`config.mk`:
```
export PLATFORM = sky130hd
export DESIGN_NAME = lsu
export DESIGN_NICKNAME = d
export VERILOG_FILES = /design/src/rtl/lsu.sv
export SDC_FILE = /design/constraint.sdc
export NUM_CORES = 1
export LEC_CHECK = 0
export ABC_AREA = 1
export CAP_MARGIN = 20
export CORE_UTILIZATION = 50
export CTS_BUF_LIST = sky130_fd_sc_hd__clkbuf_8
export CTS_CLUSTER_SIZE = 20
export DETAILED_ROUTE_END_ITERATION = 16
export HOLD_SLACK_MARGIN = 0.08
export PLACE_DENSITY = 0.95
export REMOVE_ABC_BUFFERS = 1
export SYNTH_ARGS = -nofsm -noshare
export SYNTH_HDL_FRONTEND = slang
export SYNTH_SLANG_ARGS = --single-unit
```
`constraint.sdc`:
```
create_clock -name clk -period 3.4 [get_ports clk]
set_input_delay 0.34 -clock clk [delete_from_list [all_inputs] [get_ports clk]]
set_output_delay 0.34 -clock clk [all_outputs]
set_load 0.01 [all_outputs]
```
`src/rtl/lsu.sv`:
```
// Load/store unit: byte/half/word accesses onto a word-only dmem, read-modify-write for sub-word stores.
// Define LSU_SYNC_RD_EN when dmem has a synchronous read port (adds the RWAIT state).
`timescale 1ns/1ps
module lsu #(
  parameter int unsigned AW = 8
) (
  input  logic        clk,
  input  logic        rst_n,
  input  logic        req_valid,
  output logic        req_ready,
  input  logic        req_we,
  input  logic [1:0]  req_size,
  input  logic        req_unsigned,
  input  logic [31:0] req_addr,
  input  logic [31:0] req_wdata,
  output logic        rsp_valid,
  output logic [31:0] rsp_rdata,
  output logic        rsp_err,
  output logic        mem_re,
  output logic        mem_we,
  output logic [31:0] mem_addr,
  output logic [31:0] mem_wdata,
  input  logic [31:0] mem_rdata
);

  localparam int unsigned DW = 32;
  localparam int unsigned HW = 16;

  typedef enum logic [2:0] {
    IDLE  = 3'd0,
    READ  = 3'd1,
`ifdef LSU_SYNC_RD_EN
    RWAIT = 3'd2,
`endif
    WRITE = 3'd3,
    RESP  = 3'd4
  } state_t;

  state_t          state_q, state_d;
  logic            we_q, uns_q;
  logic [1:0]      size_q, off_q;
  logic [HW-1:0]   wdata_q;
  logic            req_bad;
  logic            sample_c;
  logic            mem_re_d, mem_we_d, rsp_valid_d, rsp_err_d;
  logic [DW-1:0]   mem_wdata_d, rsp_rdata_d;
  logic            unused_addr_hi;

  // Upper address bits alias in memory by design
  assign unused_addr_hi = ^req_addr[31:AW+2];

  assign req_ready = (state_q == IDLE);

`ifdef LSU_SYNC_RD_EN
  assign sample_c = (state_q == RWAIT);
`else
  assign sample_c = (state_q == READ);
`endif

  function automatic logic [DW-1:0] load_ext(input logic [DW-1:0] w, input logic [1:0] sz,
                                             input logic uns, input logic [1:0] off);
    logic [7:0]    b;
    logic [HW-1:0] h;
    logic [DW-1:0] r;
    case (off)
      2'd0:    b = w[7:0];
      2'd1:    b = w[15:8];
      2'd2:    b = w[23:16];
      default: b = w[31:24];
    endcase
    h = off[1] ? w[31:16] : w[15:0];
    case (sz)
      2'b00:   r = uns ? {24'h0, b} : {{24{b[7]}}, b};
      2'b01:   r = uns ? {16'h0, h} : {{16{h[15]}}, h};
      default: r = w;
    endcase
    return r;
  endfunction

  function automatic logic [DW-1:0] store_merge(input logic [DW-1:0] w, input logic [1:0] sz,
                                                input logic [1:0] off, input logic [HW-1:0] wd);
    logic [DW-1:0] r;
    r = w;
    if (sz == 2'b00) begin
      case (off)
        2'd0:    r[7:0]   = wd[7:0];
        2'd1:    r[15:8]  = wd[7:0];
        2'd2:    r[23:16] = wd[7:0];
        default: r[31:24] = wd[7:0];
      endcase
    end else if (off[1]) begin
      r[31:16] = wd;
    end else begin
      r[15:0] = wd;
    end
    return r;
  endfunction

  always_comb begin
    case (req_size)
      2'b00:   req_bad = 1'b0;
      2'b01:   req_bad = req_addr[0];
      2'b10:   req_bad = |req_addr[1:0];
      default: req_bad = 1'b1;
    endcase
  end

  // Next state and next registered outputs
  always_comb begin
    state_d     = state_q;
    mem_re_d    = 1'b0;
    mem_we_d    = 1'b0;
    mem_wdata_d = '0;
    rsp_valid_d = 1'b0;
    rsp_rdata_d = '0;
    rsp_err_d   = 1'b0;
    case (state_q)
      IDLE: begin
        if (req_valid) begin
          if (req_bad) begin
            state_d     = RESP;
            rsp_valid_d = 1'b1;
            rsp_err_d   = 1'b1;
          end else if (req_we && req_size == 2'b10) begin
            state_d     = WRITE;
            mem_we_d    = 1'b1;
            mem_wdata_d = req_wdata;
          end else begin
            state_d  = READ;
            mem_re_d = 1'b1;
          end
        end
      end
      READ: begin
`ifdef LSU_SYNC_RD_EN
        state_d = RWAIT;
`endif
      end
`ifdef LSU_SYNC_RD_EN
      RWAIT: ;
`endif
      WRITE: begin
        state_d     = RESP;
        rsp_valid_d = 1'b1;
      end
      RESP:    state_d = IDLE;
      default: state_d = IDLE;
    endcase
    // Read data lands: finish a load or merge a sub-word store
    if (sample_c) begin
      if (we_q) begin
        state_d     = WRITE;
        mem_we_d    = 1'b1;
        mem_wdata_d = store_merge(mem_rdata, size_q, off_q, wdata_q);
      end else begin
        state_d     = RESP;
        rsp_valid_d = 1'b1;
        rsp_rdata_d = load_ext(mem_rdata, size_q, uns_q, off_q);
      end
    end
  end

  always_ff @(posedge clk or negedge rst_n) begin
    if (!rst_n) begin
      state_q   <= IDLE;
      mem_re    <= 1'b0;
      mem_we    <= 1'b0;
      mem_wdata <= '0;
      mem_addr  <= '0;
      rsp_valid <= 1'b0;
      rsp_rdata <= '0;
      rsp_err   <= 1'b0;
      we_q      <= 1'b0;
      uns_q     <= 1'b0;
      size_q    <= 2'b00;
      off_q     <= 2'b00;
      wdata_q   <= '0;
    end else begin
      state_q   <= state_d;
      mem_re    <= mem_re_d;
      mem_we    <= mem_we_d;
      mem_wdata <= mem_wdata_d;
      rsp_valid <= rsp_valid_d;
      rsp_rdata <= rsp_rdata_d;
      rsp_err   <= rsp_err_d;
      if (req_valid && state_q == IDLE) begin
        we_q     <= req_we;
        uns_q    <= req_unsigned;
        size_q   <= req_size;
        off_q    <= req_addr[1:0];
        wdata_q  <= req_wdata[HW-1:0];
        mem_addr <= DW'(req_addr[AW+1:2]);
      end
    end
  end

endmodule

```
; Word-level counts from Yosys, hierarchy flattened
; Index checks and enable logic that the tools add are counted.
[op_classes]
reduce_logical = 8
mux = 43
eq_ne = 8
[op_table]
columns = cell, count
row1 = two-way mux 32 bit, 11
row2 = one-hot mux 32 bit (2 select lines), 1
row3 = two-way mux 16 bit, 3
row4 = two-way mux 8 bit, 4
row5 = one-hot mux 8 bit (3 select lines), 1
row6 = two-way mux 1 bit, 15
row7 = two-way mux 3 bit, 4
row8 = equality test 2 x 1 -> 1 bit (second input constant), 3
row9 = zero test 2 bit, 3
row10 = one-hot mux 3 bit (2 select lines), 1
row11 = equality test 2 bit (second input constant), 2
row12 = equality test 3 x 1 -> 1 bit (second input constant), 1
row13 = equality test 3 x 2 -> 1 bit (second input constant), 1
row14 = zero test 3 bit, 1
row15 = != test 3 x 2 -> 1 bit (second input constant), 1
row16 = one-hot mux 1 bit (3 select lines), 1
row17 = OR reduction 3 bit, 1
row18 = logical AND 1 bit, 2
row19 = two-way mux 2 bit, 1
row20 = one-hot mux 1 bit (2 select lines), 1
row21 = OR reduction 2 bit, 1
[word_totals]
output_inout_bits = 101
ff_bits = 101
wordCells = 72
in_bits = 103

; Logic depth before layout (Yosys ltp)
[depth]
word_depth = 8
ltp_mapped = 9
depth_no_buf = 8

; Least setup slack after synthesis
; OpenSTA, ideal clock, no wires.
[synth_path]
path_kind = register to register
startpoint = register size_q[1]
endpoint = register rsp_rdata[21]
required_ps = 3331
period_less_slack_ps = 1389
path_slack_ps = 2011
n_path_buf = 2
path_stages_with_launch = 10
setup_ps = 69
t_arrival_ps = 1320
path_cell_list = dfrtp_1 > buf_6 > nor2_4 > inv_2 > nor2_2 > nand3_4 > nand3_2 > nand2_4 > buf_6 > nor2_2
[synth_via]
elab_chain_len = 4
word_cells_on_any_way = 5
cone_classes = 1 x eq/ne / 3 x mux / 1 x reduce/logical
[synth_lines]
columns = element, line_no
row1 = start: declaration, 41  ; logic [1:0] size_q, off_q;
row2 = start signal: assignment, 189  ; size_q <= req_size;
row3 = equality test 2 x 1 -> 1 bit / zero test 2 bit (equally long branches), 72  ; case (sz)
row4 = one-hot mux 32 bit (2 select lines) *, 72
row5 = two-way mux 32 bit *, 151  ; if (we_q) begin
row6 = two-way mux 32 bit *, 150  ; if (sample_c) begin
row7 = net rsp_rdata_d[21], 46  ; logic [DW-1:0] mem_wdata_d, rsp_rdata_d;
row8 = end signal: assignment, 184  ; rsp_rdata <= rsp_rdata_d;
row9 = end: declaration, 17  ; output logic [31:0] rsp_rdata,
; Mark *: on every way through the listed nets, which the timed path passes. The rest lies on a longest branch.
; A chain may end at the register's enable or synchronous reset.

; Final worst setup path
[layout_path]
startpoint = register off_q[1]
endpoint = register mem_wdata[11]
[layout_via]
elab_chain_len = 5
word_cells_on_any_way = 6
cone_classes = 1 x eq/ne / 5 x mux
[layout_lines]
columns = element, line_no
row1 = start: declaration, 41
row2 = start signal: assignment, 190  ; off_q <= req_addr[1:0];
row3 = equality test 2 x 1 -> 1 bit, 85  ; case (off)
row4 = two-way mux 8 bit, 85
row5 = two-way mux 32 bit *, 84  ; if (sz == 2'b00) begin
row6 = two-way mux 32 bit *, 151
row7 = two-way mux 32 bit *, 150
row8 = net mem_wdata_d[11], 46
row9 = end signal: assignment, 182  ; mem_wdata <= mem_wdata_d;
row10 = end: declaration, 22  ; output logic [31:0] mem_wdata,
; Marked as above.

==> flow_summary.yaml <==
clocking:
  clockRootBuffer: "clkbuf_8"
  cts_resized: 0
  clk_latency_ns: 0.37
  postCtsSetupBuffers: 0
  path_clk_slew_ns: 0.11
  cts.path.max_buffers: 2
  cts_tree: "built"
  cts_hold_buf: 0
  cts_made_buffers: 9
  htree_levels: 3
  cts.sinks: 101
grt:
  first_global_vias: 5186
  antenna_found_initial: 0
  grtUsageMet1_pct: 35.4
  grt.busiest_layer: "met2"
  grt_use_total_pct: 28.5
  met3_usage_pct: 6.32
  met2_usage_pct: 47.8
  grt_pass1_wl_um: 25000
  grt.overflow.total: 0
  grt_max_degree: 70
critical_path:
  cp_common_cell: "o21ai_0"
  max_stage_delay_ns: 0.61
  crit_slowest_cell: "inv_2"
  path_class: "reg -> reg"
  cp-end-kind: "flop"
  critPathArrivalTime_ns: 2.64
  cp-start-kind: "flop"
  path_max_fanout: 42
  cp_cell_sequence: "inv_2, nand2_2, o21ai_0, o21ai_0, nand2_1, o21ai_0"
  required_ns: 3.63
route:
  drc: 0
  antenna_left: 0
  routed_via_density: 5.57
  finalWirelength_um: 15700
  first_pass_iters: 6
  drt_iter0_drc: 598
  wl_per_cell_um: 15.9
  via_count: 5509
final_layout:
  area_delta_synth_final_pct: 31.3
  diodes: 0
  fillers: 854
  postLayoutCellArea_um2: 7180
  fin_util_pct: 68.6
  drive_above_1_share_pct: 6.33
  fin_nets: 951
min_path:
  min_path_type: "in -> async"
synth:
  ys.flop_type: "dfrtp_1"
  postSynth.asyncResetShare_pct: 100
  synth_largest_area_cell: "dfrtp_1"
  syn_area_per_cell_um2: 7.63
  syn_inst: 716
  ys_types: 29
  synth_common_cells: "nand2_1, o21ai_0, dfrtp_1"
  synth-seq-cells: 101
  synth_most_common_cell: "nand2_1"
  ys_top_cells_by_area: "dfrtp_1, o21ai_0, nand2_1"
  netlist_area_um2: 5470
  synth_top_area_share_pct: 46.2
  ys_warn_count: 0
  yosysSeqAreaShare_pct: 46.2
  synth_edf_count: 0
sta:
  hold_violations: 0
  tns_ns: 0
  max_slew_margin_pct: 41.5
  finalSetupViolCount: 0
  max_clock_freq_mhz: 416
  rsz0062_at_grt: "no"
  fin_ws_ns: 0.996
  final_max_slew_viol_count: 0
  period_needed_ns: 2.40
  fin_crit_sh_pct: 70.7
  skew_ns: 0.0150
  worstMarginPinSlew_ns: 0.877
placement:
  post_dp_cell_area_um2: 6960
  dp_hpwl_um: 10400
  gp_congestion: 0.810
  port_buffers: 157
  pre_cts_ws_ns: 0.874
die:
  die_w_um: 107
  pin_count: 204
  die_area_um2: 11400
  num_rows: 37
  start_util_pct: 52.2
  dieHeight_um: 107
  core_area_um2: 10500
pwr:
  internal-power_mw: 2.99
  powerDensity_nw_per_um2: 760
  ir_drop_uv: 545
  combPwrFrac_pct: 52.0
  switching_share_pct: 45.2
  leakagePower_nw: 3.37
  p_sw_mw: 2.47
  finalPower_mw: 5.46
  power_frac_seq_pct: 32.9
  clkPwrFrac_pct: 15.1
job:
  max-cap-violations: 0
run_status:
  status: "finished, final reports clean"
path summary, 6_finish.rpt:
path / startpoint / endpoint / cells after the start / slack (ns)
worst max-delay path: off_q[1] / mem_wdata[11] / 6 / 1.0
worst min-delay path: rst_n / mem_wdata[10] / 1 / 0.08
worst max register to register: off_q[1] / mem_wdata[11] / 6 / 1.0
worst min register to register: mem_addr[2] / mem_addr[2] / 2 / 0.50
max in group asynchronous: rst_n / mem_wdata[29] / 2 / 2.52
min in group clk: req_addr[4] / mem_addr[2] / 3 / 0.50
power groups by stage:
stage	clock network, mW	registers (mW)	logic [mW]
final	0.823	1.80	2.84
after global routing	0.890	1.84	3.13
after floorplan	0	1.92	1.52
after detailed placement	0	1.81	2.78
after CTS	0.838	1.79	2.79
after global placement	0	1.80	2.69
kinds of logic (layout without fill, tap and decap cells):
kind of cell | after synthesis | count (layout) | share of synthesized area, %
AO/OA/AOI/OAI | 232 | 232 | 21.9
buffers and inverters | 137 | 251 | 12.1
other | 1 | 24 | 0.0686
AND/OR/NAND/NOR | 245 | 245 | 19.7
flip-flops | 101 | 101 | 46.2
through the flow:
step	cells	hold slack, ns
after floorplan	670	0.0444
after global placement	973	0.461
after detailed placement	973	0.464
after CTS	989	0.108
after global routing	989	0.133
final	989	0.0770
routing by layer:
layer / up-vias / routed length (µm)
met4: 0 / 399
li1: 2559 / -
met2: 365 / 7540
met1: 2543 / 6130
met3: 42 / 1670
met5: - / 0
final cells by class:
class / count / area [µm²] / share of cell area (%)
sequential: 101 / 2530 / 35.2
inverter: 68 / 255 / 3.56
multi-input combinational: 501 / 2360 / 32.9
clock buffer: 10 / 138 / 1.92
clock inverter: 6 / 77.6 / 1.08
timing repair buffer: 167 / 1640 / 22.9
tap: 136 / 170 / 2.37
flip-flops by register name, indices dropped and copies added (netlist names):
register	count
off_q	2
rsp_valid	1
mem_re	1
wdata_q	16
mem_we	1
state_q	3
mem_wdata	32
we_q	1
rsp_rdata	32
uns_q	1
rsp_err	1
mem_addr	8
size_q	2
critical path, delay by kind of cell, from the launching register on:
family	cells	cell delay (ns)
simple gates	2	0.50
compound gates	3	0.56
buf+inv	1	0.61
flops	1	0.59
placed cells by master, fill, tap and decap left out, types with 3 or more instances in the layout:
master             n
clkbuf_8          10
o21ai_1            8
dfrtp_1          100
nand2_1          133
o211ai_1           9
o22ai_1            8
inv_1             65
conb_1            24
buf_4             11
o21ai_0          130
a31oi_1            3
nand3_1           22
nor3_1             9
clkdlybuf4s50_1  156
nor2_2            14
inv_2              3
a21oi_1           74
nor2_1            56
Note: power is estimated with default switching activity, not from simulation.
